===== config.mk =====
export PLATFORM = sky130hd
export DESIGN_NAME = bin2bcd_seq
export DESIGN_NICKNAME = d
export VERILOG_FILES = /design/src/rtl/bcd_pkg.sv /design/src/rtl/bcd_add3.sv /design/src/rtl/bin2bcd_seq.sv
export SDC_FILE = /design/constraint.sdc
export NUM_CORES = 1
export LEC_CHECK = 0
export ABC_CLOCK_PERIOD_IN_PS = 6200
export CORE_MARGIN = 2
export CORE_UTILIZATION = 60
export CTS_CLUSTER_SIZE = 25
export DETAILED_ROUTE_END_ITERATION = 10
export DONT_BUFFER_PORTS = 1
export GPL_TIMING_DRIVEN = 0
export HOLD_SLACK_MARGIN = 0.1
export PLACE_DENSITY = 0.76
export SLEW_MARGIN = 15
export SYNTH_ARGS = -nofsm -noshare
export SYNTH_HDL_FRONTEND = slang
export SYNTH_HIERARCHICAL = 1
export SYNTH_SLANG_ARGS = --single-unit

===== constraint.sdc =====
create_clock -name clk -period 6.2 [get_ports clk]
set_input_delay 0.62 -clock clk [delete_from_list [all_inputs] [get_ports clk]]
set_output_delay 0.62 -clock clk [all_outputs]
set_load 0.1 [all_outputs]

===== src/rtl/bcd_pkg.sv =====
// Shared constants and FSM state type for the sequential binary-to-BCD converter.
package bcd_pkg;

    localparam logic [3:0] SIGN_MINUS  = 4'hE;
    localparam logic [3:0] SIGN_BLANK  = 4'hF;
    localparam logic [3:0] DIGIT_BLANK = 4'hF;

    typedef enum logic [1:0] {
        IDLE,
        SHIFT,
        FORMAT
    } state_t;

endpackage


===== src/rtl/bcd_add3.sv =====
// Per-digit double-dabble correction: digits of 5 or more get +3 before the shift.
module bcd_add3 (
    input  logic [3:0] d,
    output logic [3:0] q
);

    always_comb begin
        q = (d >= 4'd5) ? d + 4'd3 : d;
    end

endmodule


===== src/rtl/bin2bcd_seq.sv =====
// Sequential double-dabble binary-to-BCD converter with sign nibble, overflow flag
// and optional leading-zero blanking; one magnitude bit per clock.
module bin2bcd_seq
    import bcd_pkg::*;
#(
    parameter int unsigned BIN_W  = 21,
    parameter int unsigned DIGITS = 7,
    parameter int unsigned SIGNED = 1,
    parameter int unsigned BLANK  = 0
) (
    input  logic                    clk,
    input  logic                    rst,
    input  logic                    start,
    input  logic [BIN_W-1:0]        bin,
    output logic                    ready,
    output logic                    valid,
    output logic [4*(DIGITS+1)-1:0] bcd,
    output logic                    neg,
    output logic                    ovf
);

    localparam int unsigned CNT_W = $clog2(BIN_W + 1);

    state_t                  state;
    logic [BIN_W-1:0]        mag;
    logic [BIN_W-1:0]        mag_in;
    logic [4*DIGITS-1:0]     scratch;
    logic [4*DIGITS-1:0]     adj;
    logic [4*DIGITS-1:0]     fmt;
    logic [CNT_W-1:0]        cnt;
    logic                    sticky;
    logic                    sign_q;
    logic                    zero_q;
    logic                    lead;
    logic [3:0]              sign_nib;

    for (genvar g = 0; g < DIGITS; g++) begin : g_add3
        bcd_add3 u_add3 (
            .d (scratch[4*g +: 4]),
            .q (adj[4*g +: 4])
        );
    end

    // Negation in BIN_W bits maps the most-negative input onto 2^(BIN_W-1) exactly.
    always_comb begin
        mag_in = bin;
        if (SIGNED != 0 && bin[BIN_W-1]) begin
            mag_in = '0 - bin;
        end
    end

    always_comb begin
        fmt  = scratch;
        lead = 1'b1;
        if (BLANK != 0) begin
            for (int unsigned i = 0; i < DIGITS - 1; i++) begin
                if (lead && scratch[4*(DIGITS-1-i) +: 4] == 4'd0) begin
                    fmt[4*(DIGITS-1-i) +: 4] = DIGIT_BLANK;
                end else begin
                    lead = 1'b0;
                end
            end
        end
    end

    always_comb begin
        sign_nib = (SIGNED != 0 && sign_q && !zero_q) ? SIGN_MINUS : SIGN_BLANK;
    end

    always_ff @(posedge clk or posedge rst) begin
        if (rst) begin
            state   <= IDLE;
            mag     <= '0;
            scratch <= '0;
            cnt     <= '0;
            sticky  <= 1'b0;
            sign_q  <= 1'b0;
            zero_q  <= 1'b0;
            ready   <= 1'b1;
            valid   <= 1'b0;
            bcd     <= {SIGN_BLANK, {(4*DIGITS){1'b0}}};
            neg     <= 1'b0;
            ovf     <= 1'b0;
        end else begin
            valid <= 1'b0;
            case (state)
                IDLE: begin
                    if (start) begin
                        mag     <= mag_in;
                        sign_q  <= (SIGNED != 0) && bin[BIN_W-1];
                        zero_q  <= (bin == '0);
                        scratch <= '0;
                        cnt     <= '0;
                        sticky  <= 1'b0;
                        ready   <= 1'b0;
                        state   <= SHIFT;
                    end
                end
                SHIFT: begin
                    // Carry out of the top digit is a 10^DIGITS overflow; digits keep the residue.
                    {scratch, mag} <= {adj[4*DIGITS-2:0], mag, 1'b0};
                    sticky         <= sticky | adj[4*DIGITS-1];
                    cnt            <= cnt + 1'b1;
                    if (cnt == CNT_W'(BIN_W - 1)) begin
                        state <= FORMAT;
                    end
                end
                FORMAT: begin
                    bcd   <= {sign_nib, fmt};
                    neg   <= sign_q && !zero_q;
                    ovf   <= sticky;
                    valid <= 1'b1;
                    ready <= 1'b1;
                    state <= IDLE;
                end
                default: begin
                    state <= IDLE;
                    ready <= 1'b1;
                end
            endcase
        end
    end

endmodule


* Word-level counts from Yosys, hierarchy flattened *
Index checks and enable logic that the tools add are counted.

word-level totals
  register bits = 95
  output and inout port bits = 36
  input port bits = 24

operators by class
  muxes and demuxes = 22
  eq/ne operators = 5
  bitwise operators = 2
  add/subtract/negate cells = 9
  reductions and logical operators = 9
  $lt $le $gt $ge = 7

operators with widths
  operator                                                               count
  28-bit case mux with 2 select lines                                    1
  21-bit 2-to-1 mux                                                      2
  21-bit case mux with 2 select lines                                    1
  4-bit by 2-bit adder with 4-bit output, second input constant          7
  4-bit by 3-bit >= comparator with 1-bit output, second input constant  7
  28-bit 2-to-1 mux                                                      1
  4-bit 2-to-1 mux                                                       7
  21-bit zero test                                                       1
  1-bit by 21-bit subtractor with 21-bit output, first input constant    1
  5-bit case mux with 2 select lines                                     1
  2-bit AND reduction                                                    4
  5-bit by 1-bit adder with 5-bit output, second input constant          1
  5-bit == test, second input constant                                   1
  5-bit 2-to-1 mux                                                       1
  2-bit 2-to-1 mux                                                       2
  2-bit inequality test, second input constant                           2
  1-bit case mux with 2 select lines                                     2
  2-bit case mux with 2 select lines                                     1
  1-bit 2-to-1 mux                                                       3
  2-bit by 1-bit == test with 1-bit output, second input constant        1
  2-bit == test, second input constant                                   1
  2-bit zero test                                                        1
  2-bit nonzero test                                                     1
  1-bit logical AND                                                      1
  3 further kinds                                                        3

* Depth between registers and ports, before layout *
  depth after elaboration = 4
  gate-level depth with buffers = 7
  depth with buffers taken out = 7

* Cells and area by module *
The synthesis kept the hierarchy.

modules (own cells, without submodules)
  module       times used  area an instance (um^2)  sequential area each (um^2)  cells each
  bin2bcd_seq  1           3,915.0                  2,304.7                      385
  bcd_add3     7           101.3                    0.0                          16

* Least setup slack after synthesis *
OpenSTA, ideal clock, no wires.

  kind = input to register
  from = input port bin[13]
  to = register mag[19]
  stages = 5
  arrival = 1.804 ns
  path slack = 4.263 ns
  data required time = 6.067 ns
  path through = or3_1 > or3_1 > o31ai_1 > xor2_1 > o21ai_0

between the ends
  word-level cells in the longest chain between the ends = 4

RTL lines
  what                                           RTL line            RTL
  start: declaration                             bin2bcd_seq.sv:14   input logic [BIN_W-1:0] bin,
  1-bit by 21-bit subtractor with 21-bit output  bin2bcd_seq.sv:48   mag_in = '0 - bin;
  21-bit 2-to-1 mux                              bin2bcd_seq.sv:47   if (SIGNED != 0 && bin[BIN_W-1]) begin
  21-bit 2-to-1 mux                              bin2bcd_seq.sv:88   if (start) begin
  21-bit case mux with 2 select lines            bin2bcd_seq.sv:86   case (state)
  end signal: assignment                         bin2bcd_seq.sv:89   mag <= mag_in;
  end signal: assignment                         bin2bcd_seq.sv:101  {scratch, mag} <= {adj[4*DIGITS-2:0], mag, 1'b0};
  end: declaration                               bin2bcd_seq.sv:25   logic [BIN_W-1:0] mag;

Every way passes these cells. The select of a mux whose other input is x is not followed.
A chain may end at the register's enable or synchronous reset.

* Worst setup path in the final report *
  from = register state[0]
  to = register mag[12]

between the ends
  word-level cells in the longest chain between the ends = 3

RTL lines
  what                                                                                 RTL line            RTL
  start: declaration                                                                   bin2bcd_seq.sv:24   state_t state;
  start signal: assignment                                                             bin2bcd_seq.sv:72   state <= IDLE;
  start signal: assignment                                                             bin2bcd_seq.sv:96   state <= SHIFT;
  start signal: assignment                                                             bin2bcd_seq.sv:105  state <= FORMAT;
  2-bit by 1-bit == test with 1-bit output / 2-bit zero test (equally long branches)   bin2bcd_seq.sv:86
  2-bit nonzero test (no source line) / 2-bit inequality test (equally long branches)  n/a
  2-bit AND reduction (no source line)                                                 n/a

Parallel ways exist; a longest one is shown, timed or not.

==> results.md <==
* Most Crowded Layer GR: met2
* Placed cell count at 602
* # nets final at 552
* Commonest non-fill, non-tap cells in the layout: 137 x nand2_1, 90 x dfrtp_1, 30 x o21ai_0, 28 x a22o_1, 21 x inv_1
* Vias in the first global route at 3,379
* Area occupied by registers at 2305 sq um
* Final GP Congestion at 0.7962
* Clock slew at reported path FFs at ~80 ps
* Ant. Diodes at 0
* Endpoint class of the critical path: flop
* # resized after CTS at 0
* Num CTS Buffers at 9
* Initial DRT Pass Iterations at 4
* First-pass GRT wire length at 15.79 mm
* Worst Path Buf+Inv at 3
* DR DRC count at 0
* Layout cells sized above 1 at 6.990%
* Pin count of the biggest net entering global routing at 50
* Yosys top cell area share at around 49%
* Highest fanout seen on the critical path at 10
* Max-Cap Viols at 0
* Starting Density at 60.79%
* Met2 usage at 37.44%
* Fin crit period at 1957 ps
* Max incr delay on CP at ~570 ps
* Worst clock skew at 4.834 ps
* Port bufs at 0
* Core region area at ~7600 sq um
* Post-Route WL at 9.200 mm
* Hold Slack at 185.3 ps
* Root Driver: clkbuf_8
* Max Clk Rate at 0.5110 GHz
* Startpoint types: flop
* CTS hold repair buffers at 0
* Relative slew margins at a little under two fifths
* Worst Max-Slew Pin Slew at 940.5 ps
* Maximum vdd drop at 0.1891 mV
* Die Height at 91.79 microns
* Horiz. Die Dim at 91.79 microns
* CTS max path bufs at 2
* Fin crit share at 31.56%
* Leak Pwr at 2.483 nW
* Seq cells post-synth at roughly 90
* Slowest-stage cell, CP: nor2_1
* FP Rows at 32
* Clk sinks at 92
* CTS tree: yes
* Crit path max-delay family: buffers and inverters
* Top cells by area, synth: dfrtp_1 49%, nand2_1 11%, a22o_1 5.3%
* Final setup viols at 0
* RSZ-0062 raised after global routing: no
* GRT met1 Usage at 31.76%
* Initial antenna violation count at 0
* Synth cell types at 40
* Hold WC Path Type: in2async
* Leading area contributor after synthesis: dfrtp_1
* Clock Latency Late Sink at 350 ps
* Sum of negative setup slack at 0 ps
* DP Wirelength at between 6 and 7 mm
* Reg-to-reg startpoint: state[0]
* Grt total ovfl at 0
* Number of fill cells at 627
* Post-Syn Area at 4624 sq um
* Vias at between 3k and 4k
* Final Hold Fails at 0
* Critical Path, Cell by Cell: clkbuf_1, inv_1, nor2_1, buf_2, a22oi_1, o21ai_0
* Area growth syn-to-layout at 8.712%
* Htree depth at 3
* Layout Cells excl Fill at a little over 600
* Global routing met3 resource utilization at approximately 4%
* Worst path arrival time at 2230 ps
* Reg2Reg Depth at 6
* Flop2flop setup slack at 4240 ps
* Top-level I/O count at 60
* Multi-input gate area at 2138 sq um
* Routed length per instance at around 15 microns
* Power Density at about 480 nW/um^2
* Most common cell after layout, fill and taps aside: nand2_1
* Starting DRC count in detailed routing at approximately 100
* Crit path required time at roughly 6500 ps
* DIE AREA at 8425 sq um
* Max Slew Vio Count at 0
* Setup CP Type: reg2reg
* Routed Antenna Nets at 0
* Seq/Total Area, Yosys at 49.84%
* Worst R2R End: mag[12]
* Tot GR Track Use at 23.25%
* Vias per inst at 5.652
* Status: finished clean
* Avg Inst Size Synth at 9.305 sq um
* Synth Instances at 497
* Post CTS Setup Buffer Count at 0
* Synthesis Warnings at 6
-- Yosys cell counts (all sizes together) --
cell type	instances
nand3	6
nand2b	15
xnor2	11
xor2	14
conb	1
inv	22
a22o	28
nor3b	1
nor4	1
o41ai	1
a21o	1
and4b	1
nand2	137
or3	4
o32a	1
clkinv	1
o31a	1
a21oi	17
dfrtp	90
and3	1
a211oi	1
a22oi	11
nor3	5
buf	7
mux2i	8
clkbuf	16
o21ai	39
o21a	1
ha	17
o22ai	9
o31ai	8
nand4	4
dfstp	2
nor2	15
-- worst register-to-register path, delay by kind of cell, from the launching register on --
kind                   cells  cell delay [ps]
buffers and inverters      3              780
AOI/OAI and AO/OA          2              200
DFF                        1              330
and+or+nand+nor            1              570
-- state kept, by name (all words and copies together) (netlist names) --
register  flops
sign_q        1
ovf           1
valid         1
cnt           5
zero_q        1
sticky        1
fmt          28
bcd          29
neg           1
mag          21
ready         1
state         2
-- where the power goes --
| group | internal [mW] | leakage (nW) | switching [mW] | total [mW] |
|---|---|---|---|---|
| Combinational | 0.390 | 1.18 | 0.433 | 0.822 |
| Sequential | 0.792 | 1.18 | 0.318 | 1.11 |
| Clock | 0.275 | 0.122 | 0.199 | 0.474 |
| Total | 1.46 | 2.48 | 0.950 | 2.41 |
-- area by class of cell --
type | count | share of cell area [%]
Sequential cell | 92 | 45.84
Multi-Input combinational cell | 361 | 42.53
Clock buffer | 10 | 2.738
Tap cell | 102 | 2.539
Buffer | 23 | 2.041
Clock inverter | 5 | 1.991
Inverter | 23 | 1.767
Timing Repair Buffer | 1 | 0.5475
-- worst max-delay path by stage --
stage             start      end  slack, ps  depth (start not counted)
6_report       state[0]  mag[12]       4240                          6
2_1_floorplan       rst   bcd[0]       3190                          1
5_1_grt        state[0]  mag[10]       4040                          6
3_3_place_gp        rst  mag[12]       2310                          1
3_5_place_dp     bin[7]  mag[16]       4110                          5
4_1_cts        state[0]  mag[18]       4240                          6
-- layer usage --
metal	vias up	routed length [microns]
met5	-	0
met4	0	87
met3	6	430
met2	74	4547
met1	1683	4135
li1	1724	-
-- kinds of logic (layout without fill, tap and decap cells) --
logic type	after synthesis	in the layout	share of synthesized area (%)
other	1	3	0.08109
adder cells (fa/ha/maj)	17	17	4.599
flip-flops	92	92	49.84
buffers and inverters	46	62	4.085
AO/OA/AOI/OAI	118	118	17.42
AND/OR/NAND/NOR	190	190	17.51
multiplexers	8	8	1.732
XOR/XNOR	25	25	4.735
-- metrics by stage --
step	total power, mW	setup WS [ps]	util [%]	area (sq um)
3_5_place_dp	1.939	4110	62.96	4790
3_3_place_gp	1.879	2311	62.57	4760
6_report	2.407	4243	66.09	5027
4_1_cts	2.417	4244	66.09	5027
2_1_floorplan	1.752	3191	-	4632
5_1_grt	2.586	4039	66.09	5027
(Power assumes the default switching activity.)
